$ cat src/rtl/frame_mem_arbiter.sv
// Read/write arbiter sharing one single-port frame SRAM between a display reader and an input writer.
// Optional build macro FMA_STARVE_GUARD_EN: a write starved for STARVE_LIMIT cycles wins one cycle.
module frame_mem_arbiter #(
  parameter int DATA_WIDTH   = 96,
  parameter int ADDR_DEPTH   = 512*512/4,
  parameter int ADDR_WIDTH   = $clog2(ADDR_DEPTH),
  parameter int STARVE_LIMIT = 8
) (
  input  logic                  i_clk,
  input  logic                  rst_n,
  input  logic                  i_ren,
  input  logic [ADDR_WIDTH-1:0] i_raddr,
  output logic                  o_rgnt,
  output logic                  o_rvalid,
  output logic [DATA_WIDTH-1:0] o_rdata,
  input  logic                  i_wvalid,
  input  logic [ADDR_WIDTH-1:0] i_waddr,
  input  logic [DATA_WIDTH-1:0] i_wdata,
  output logic                  o_wready,
  output logic                  o_mem_cs,
  output logic                  o_mem_we,
  output logic [ADDR_WIDTH-1:0] o_mem_addr,
  output logic [DATA_WIDTH-1:0] o_mem_wdata,
  input  logic [DATA_WIDTH-1:0] i_mem_rdata,
  output logic [1:0]            o_dbg_state,
  output logic [7:0]            o_dbg_wcnt
);

  // Handshake: a request (i_ren / i_wvalid) is accepted in the cycle its grant
  // (o_rgnt / o_wready) is 1; until then the requester holds request, address and
  // data stable, and nothing of an ungranted request is captured here.

  typedef enum logic [1:0] {
    S_IDLE = 2'd0,
    S_RD   = 2'd1,
    S_WR   = 2'd2
  } state_t;

  localparam logic [7:0] STARVE_LIM8 = 8'(STARVE_LIMIT);

  state_t                state_q, state_d;
  logic [7:0]            wcnt_q, wcnt_d;
  logic [ADDR_WIDTH-1:0] addr_q, addr_d;
  logic [DATA_WIDTH-1:0] wdata_q, wdata_d;
  logic                  rvalid_q, rvalid_d;
  logic                  force_wr;
  logic                  rgnt;
  logic                  wgnt;

  always_comb begin
    force_wr = 1'b0;
`ifdef FMA_STARVE_GUARD_EN
    force_wr = (wcnt_q == STARVE_LIM8);
`endif
    // Grants are held low while reset is asserted so nothing is accepted then.
    rgnt = rst_n & i_ren & ~(force_wr & i_wvalid);
    wgnt = rst_n & i_wvalid & (~i_ren | force_wr);
  end

  always_comb begin
    state_d  = S_IDLE;
    addr_d   = addr_q;
    wdata_d  = wdata_q;
    rvalid_d = (state_q == S_RD);
    wcnt_d   = wcnt_q;
    if (rgnt) begin
      state_d = S_RD;
      addr_d  = i_raddr;
    end else if (wgnt) begin
      state_d = S_WR;
      addr_d  = i_waddr;
      wdata_d = i_wdata;
    end
    if (!i_wvalid || wgnt) begin
      wcnt_d = 8'd0;
    end else if (wcnt_q < STARVE_LIM8) begin
      wcnt_d = wcnt_q + 8'd1;
    end
  end

  always_ff @(posedge i_clk or negedge rst_n) begin
    if (!rst_n) begin
      state_q  <= S_IDLE;
      wcnt_q   <= 8'd0;
      addr_q   <= '0;
      wdata_q  <= '0;
      rvalid_q <= 1'b0;
    end else begin
      state_q  <= state_d;
      wcnt_q   <= wcnt_d;
      addr_q   <= addr_d;
      wdata_q  <= wdata_d;
      rvalid_q <= rvalid_d;
    end
  end

  // The SRAM returns data one cycle after a read is issued, so o_rdata is a wire.
  assign o_rgnt      = rgnt;
  assign o_wready    = wgnt;
  assign o_mem_cs    = (state_q != S_IDLE);
  assign o_mem_we    = (state_q == S_WR);
  assign o_mem_addr  = addr_q;
  assign o_mem_wdata = wdata_q;
  assign o_rvalid    = rvalid_q;
  assign o_rdata     = i_mem_rdata;
  assign o_dbg_state = state_q;
  assign o_dbg_wcnt  = wcnt_q;

endmodule

$ cat config.mk
export PLATFORM = sky130hd
export DESIGN_NAME = frame_mem_arbiter
export DESIGN_NICKNAME = d
export VERILOG_FILES = /design/src/rtl/frame_mem_arbiter.sv
export SDC_FILE = /design/constraint.sdc
export NUM_CORES = 1
export LEC_CHECK = 0
export CAP_MARGIN = 10
export CELL_PAD_IN_SITES_DETAIL_PLACEMENT = 1
export CELL_PAD_IN_SITES_GLOBAL_PLACEMENT = 1
export CORE_AREA = 2 2 174 176
export DETAILED_ROUTE_END_ITERATION = 16
export DIE_AREA = 0 0 176 178
export GPL_TIMING_DRIVEN = 0
export PLACE_DENSITY_LB_ADDON = 0.12
export SLEW_MARGIN = 20
export SYNTH_ARGS = -nofsm -noshare
export SYNTH_HDL_FRONTEND = slang
export SYNTH_SLANG_ARGS = --single-unit
$ cat constraint.sdc
create_clock -name i_clk -period 3.3 [get_ports i_clk]
set_input_delay 0.495 -clock i_clk [delete_from_list [all_inputs] [get_ports i_clk]]
set_output_delay 0.495 -clock i_clk [all_outputs]
set_load 0.02 [all_outputs]
==> run_results.csv, run 1 <==
group,metric,value,unit
timing,setup_ws,0.510,ns
detailed_routing,drc_errors,0,
worst_setup_path,cp.required,2.80,ns
worst_setup_path,arrival,2.29,ns
logic_synthesis,syn_nets,640,
final_layout,final_cell_mix,"clkdlybuf4s50_1 (352), dfrtp_1 (123), buf_4 (102), mux2_2 (67), mux2_4 (29)",
detailed_routing,drtAntennaViolNets,0,
global_routing,grt_pass1_vias,4911,
global_routing,grt_pass1_wl,28.3,mm
floorplan,fp-row-count,63,
placement,place_ws,0.0910,ns
placement,io_buffers,354,
job,cap_violations,0,
logic_synthesis,synthCells,411,
final_layout,fin_util,34.9,%
logic_synthesis,synth-compound-area-share,4.70,%
status,status,"finished clean",
final_layout,synthToLayoutAreaGrowth,83.3,%
timing,maxSlewViolCount,0,
detailed_routing,wl_per_cell,16.1,um
timing,fin_crit_sh,84.5,%
logic_synthesis,synth_top_area_share,55.0,%
global_routing,grt_usage,11.9,%
timing,layout_min_cycle_time,2.79,ns
timing,worst_slew_pin_slew,0.723,ns
timing,fmax,358,MHz
timing,rsz0062_at_grt,"no",
logic_synthesis,ys_seq_area_share,55.0,%
timing,finalHoldViolations,0,
timing,timing.hold.ws,0.466,ns
cts,clk_latency,0.41,ns
logic_synthesis,ys_ff_latch,123,
logic_synthesis,synthAdderAreaFrac,0.224,%
global_routing,antenna_found_initial,1,
detailed_routing,vias,4517,
logic_synthesis,synth_xor_area_share,0,%
logic_synthesis,synth.distinct_cells,27,
power,power_density,529,nW/um^2
floorplan,fp.dieW,176,um
logic_synthesis,synth_top_family_by_area,"multiplexers",
final_layout,layout.nets,1017,
detailed_routing,wirelength,19.2,mm
cts,htreeDepth,4,
cts,clkSinkCount,123,
worst_setup_path,crit_fanout,10,
timing,slew_headroom,51.6,%
logic_synthesis,ys.flop_type,"dfrtp_1",
logic_synthesis,ys_warn_count,0,
global_routing,grt_overflow,0,
logic_synthesis,synth_edf_count,0,
detailed_routing,drtIter0Drc,111,
cts,cts_setup_buffers,0,
detailed_routing,via_per_inst,3.79,
final_layout,drive_gt1_share,29.6,%
worst_setup_path,ff2ff_setup_slack,1.66,ns
cts,clockBufferDepth,2,
floorplan,start_util,19.0,%
final_layout,final_common_cell,"clkdlybuf4s50_1",
floorplan,core-area,29400,sq um
floorplan,die_h,178,um
floorplan,die-area,31300,sq um
logic_synthesis,synth_area_leader_cell,"dfrtp_1",
cts,cts_tree,"built",
logic_synthesis,synthMuxAreaShare,21.4,%
logic_synthesis,syn_area,5600,sq um
global_routing,grt_max_degree,74,
timing,setup_viol,0,
detailed_routing,dr.pass1.iters,4,
logic_synthesis,synth_async_sr_flop_share,100,%
floorplan,ios,451,
worst_hold_path,hold_path.class,"flip-flop to flip-flop",
power,vdd_drop_max,0.320,mV
timing,finalClockSkew,0.00388,ns
placement,place_congestion,0.750,
placement,place_area,9660,sq um
worst_setup_path,end_kind,"output port",
logic_synthesis,avgSynthCellArea,13.6,sq um
worst_setup_path,worstSetupPathType,"input port to output port",
power,p_leak,4.34,nW
logic_synthesis,synthSimpleGateAreaFrac,3.00,%
cts,clk_pin_slew,0.06,ns
placement,hpwl,15.3,mm
logic_synthesis,yosys-top-cells-area,"dfrtp_1 (55%), buf_4 (14%), mux2_2 (13%), mux2_4 (7.8%), a22oi_1 (2.1%)",
final_layout,final_area,10300,sq um
worst_setup_path,start_kind,"input port",
timing,setup_tns,0,ns
cts,cts-buffers-inserted,17,
cts,cts_root_buf,"clkbuf_16",
[area by class of cell]
class	count	area [sq um]
Timing Repair Buffer	358	3610
Inverter	2	7.51
Tap cell	390	488
Buffer	114	867
Clock inverter	13	126
Antenna cell	1	2.50
Fill cell	3201	19100
Clock buffer	19	433
Sequential cell	123	3080
Multi-Input combinational cell	172	1640
[stage by stage]
stage,instances,total power [W]
floorplan,411,0.00271
global placement,1155,0.00365
CTS,1191,0.00554
finish,1192,0.00543
detailed placement,1156,0.00368
global route,1192,0.00571
[worst max-delay path, cell delays in order]
cell,delay [ns]
clkdlybuf4s50_1,0.54
nor2b_1,0.18
buf_6,0.15
and2_1,0.14
buf_6,0.17
buf_6,0.19
buf_8,0.18
dlymetal6s2s_1,0.24
[registers in the layout, summed over array words and instances (netlist names)]
register / count
o_dbg_state: 2
o_mem_addr: 16
o_dbg_wcnt: 8
o_rvalid: 1
o_mem_wdata: 96
[metal layers]
metal  track usage [%]  wire length [um]  up-vias
met5                 0                 0        -
li1                  -                 -     2067
met4              3.68               200        0
met2              20.8              9710      267
met3              3.86              1690       13
met1              13.8              7560     2170
[cells by family (layout without fill, tap and decap cells)]
group / after synthesis / in the layout
DFF: 123 / 123
buffers and inverters: 116 / 506
muxes: 97 / 97
AOI/OAI and AO/OA: 41 / 41
and+or+nand+nor: 33 / 33
adders and majority gates: 1 / 1
other: 0 / 1
[path summary, 6_finish.rpt]
path                                 endpoint  cells past startpoint      startpoint
max in group asynchronous       o_mem_addr[3]                      3           rst_n
min in group asynchronous       o_mem_addr[6]                      2           rst_n
worst max-delay path                 o_wready                      8        i_wvalid
worst max register to register  o_dbg_wcnt[2]                      4   o_dbg_wcnt[6]
worst min-delay path                 o_rvalid                      1  o_dbg_state[1]
worst min register to register       o_rvalid                      1  o_dbg_state[1]
[power breakdown]
part           switching [W]  internal (W)
Combinational       0.000763      0.000976
Clock               0.000692       0.00110
Sequential          0.000130       0.00176
[synth_stat cells, types with 2 or more instances]
library cell and count:
a22oi_1 16, and2_1 7, buf_4 102, buf_6 3, buf_8 3, clkbuf_1 5
dfrtp_1 123, mux2_2 67, mux2_4 29, nand2_1 16, nor2b_1 3, nor3b_1 2
o211ai_1 2, o21a_1 4, o21ai_0 17
[what timing repair did]
item	in CTS	in global routing
resized for setup	0	2
endpoints found under the setup margin	0	1
hold buffers	3	0
hold endpoints to repair	6	0
Power figures use the tool's default switching activity.
==> run 2: changes to the inputs <==
- CORE_AREA: 2 2 174 176 -> 2 2 175 177
- DIE_AREA: 0 0 176 178 -> 0 0 177 179
- clock period: 3.3 -> 2.8 ns (I/O delays scaled with it)
==> run_results.csv, run 2 (synthesized netlist as in run 1, its figures left out) <==
group,metric,value,unit
status,status,"finished with violations",
status,violations,"hold timing",
floorplan,ios,451,
power,p_comb_share,31.9,%
power,power_density,621,nW/um^2
worst_hold_path,hold_path.class,"input port to async pin",
worst_setup_path,cp.required,2.38,ns
detailed_routing,wl_per_cell,15.8,um
worst_setup_path,worstSetupPathType,"input port to output port",
floorplan,die-area,31700,sq um
timing,setup_viol,0,
global_routing,grt_usage,11.7,%
worst_setup_path,worstReg2RegStart,"o_dbg_wcnt[6]",
cts,htreeDepth,4,
timing,finalHoldViolations,1,
detailed_routing,dr.pass1.iters,4,
final_layout,fin_util,34.4,%
power,p_int,0.00450,W
final_layout,n_antenna_cell,0,
cts,cts_tree,"built",
detailed_routing,via_per_inst,3.77,
worst_setup_path,arrival,2.23,ns
detailed_routing,drc_errors,0,
timing,maxSlewViolCount,0,
power,vdd_drop_max,0.380,mV
power,seqPwrFrac,34.8,%
timing,slew_headroom,65.9,%
worst_setup_path,start_kind,"input port",
job,cap_violations,0,
detailed_routing,vias,4518,
global_routing,grt_pass1_wl,27.9,mm
final_layout,layout.nets,1019,
power,p_total,0.00641,W
final_layout,synthToLayoutAreaGrowth,84.5,%
timing,timing.hold.ws,-0.00259,ns
global_routing,grt_max_degree,69,
floorplan,fp.dieW,177,um
final_layout,nFillCells,3269,
cts,clk_latency,0.41,ns
floorplan,fp-row-count,64,
detailed_routing,wirelength,19.0,mm
power,p_clk_share,33.2,%
final_layout,final_common_cell,"clkdlybuf4s50_1",
cts,cts_root_buf,"clkbuf_16",
floorplan,die_h,179,um
final_layout,final_cell_mix,"clkdlybuf4s50_1 (352), dfrtp_1 (123), buf_4 (102), mux2_2 (67), mux2_4 (29)",
global_routing,grt_overflow,0,
timing,fin_crit_sh,94.5,%
worst_setup_path,end_kind,"output port",
power,switching_share,29.8,%
cts,cts-buffers-inserted,17,
timing,layout_min_cycle_time,2.65,ns
final_layout,largest_reg_flops,96,
worst_setup_path,crit_fanout,10,
global_routing,grt_pass1_vias,4952,
timing,worst_slew_pin_slew,0.508,ns
placement,place_congestion,0.732,
detailed_routing,drtAntennaViolNets,0,
cts,clk_pin_slew,0.06,ns
timing,rsz0062_at_grt,"no",
power,switchingPower,0.00191,W
cts,clkSinkCount,123,
final_layout,drive_gt1_share,30.3,%
worst_setup_path,critPathLaunch,"i_ren",
placement,io_buffers,354,
timing,finalClockSkew,0.00424,ns
placement,hpwl,14.7,mm
floorplan,core-area,30000,sq um
global_routing,antenna_found_initial,0,
timing,fmax,378,MHz
detailed_routing,drtIter0Drc,74,
power,p_leak,4.34,nW
floorplan,start_util,18.6,%
cts,clockBufferDepth,2,
==> run 2: changes by cell type in the layout (fill, tap and decap cells not counted), moves of 2 or more <==
| cell | change |
|---|---|
| clkinv_4 | +3 |
| clkinv_2 | -5 |
| clkbuf_8 | +2 |
| clkinvlp_4 | +3 |
| clkbuf_1 | -2 |
==> run 2: final cells by class <==
type / instances / area (sq um) / share of cell area, %
clock buffers: 19 / 453 / 4.39
well taps: 396 / 495 / 4.80
inverters: 2 / 7.51 / 0.0727
clock inverters: 13 / 120 / 1.16
multi-input cells: 172 / 1640 / 15.9
plain buffers: 114 / 867 / 8.40
flip-flops and latches: 123 / 3080 / 29.8
repair buffers: 360 / 3660 / 35.4
==> run 2: metal layers <==
layer	vias up	track usage [%]	share of wire (%)
met5	-	0	0
met4	0	4.75	1.9
met3	20	4.56	9.8
met2	249	20.8	52
met1	2185	12.3	36
li1	2064	-	-
==> run 2: timing repair <==
item,CTS,global route
gates resized for setup,1,2
hold buffers,5,0
hold endpoints to repair,56,0
buffers inserted,0,0
endpoints found under the setup margin,1,1
==> run 2: power groups by stage <==
stage               Clock [W]  Combinational [W]  Sequential, W
global placement            0            0.00204        0.00225
floorplan                   0           0.000573        0.00263
detailed placement          0            0.00206        0.00227
finish                0.00213            0.00205        0.00223
CTS                   0.00224            0.00208        0.00224
global route          0.00231            0.00216        0.00228
==> run 2: path summary, 6_finish.rpt <==
| kind | endpoint | slack, ns | cells past startpoint |
|---|---|---|---|
| hold reg to reg | o_mem_addr[10] | 0.48 | 2 |
| setup / recovery | o_rgnt | 0.15 | 4 |
| setup reg to reg | o_dbg_wcnt[2] | 1.11 | 4 |
| hold / removal | o_mem_addr[1] | -0.003 | 2 |
| max in group asynchronous | o_mem_addr[4] | 1.80 | 3 |
| min in group i_clk | o_mem_addr[10] | 0.48 | 2 |
==> run 2: stage by stage <==
step	cell area [sq um]	cells	setup WS [ns]	TNS, ns
2_1_floorplan	5600	411	1.13	0
3_3_place_gp	9630	1161	-5.28	-1018.10
3_5_place_dp	9670	1162	-0.241	-0.241
4_1_cts	10300	1199	0.0426	0
5_1_grt	10300	1199	0.0283	0
6_report	10300	1199	0.155	0
==> run 2: worst max-delay path: stages <==
cell and delay, ns:
clkdlybuf4s50_1 0.53, clkbuf_1 0.42, and2_1 0.22, clkdlybuf4s50_1 0.64
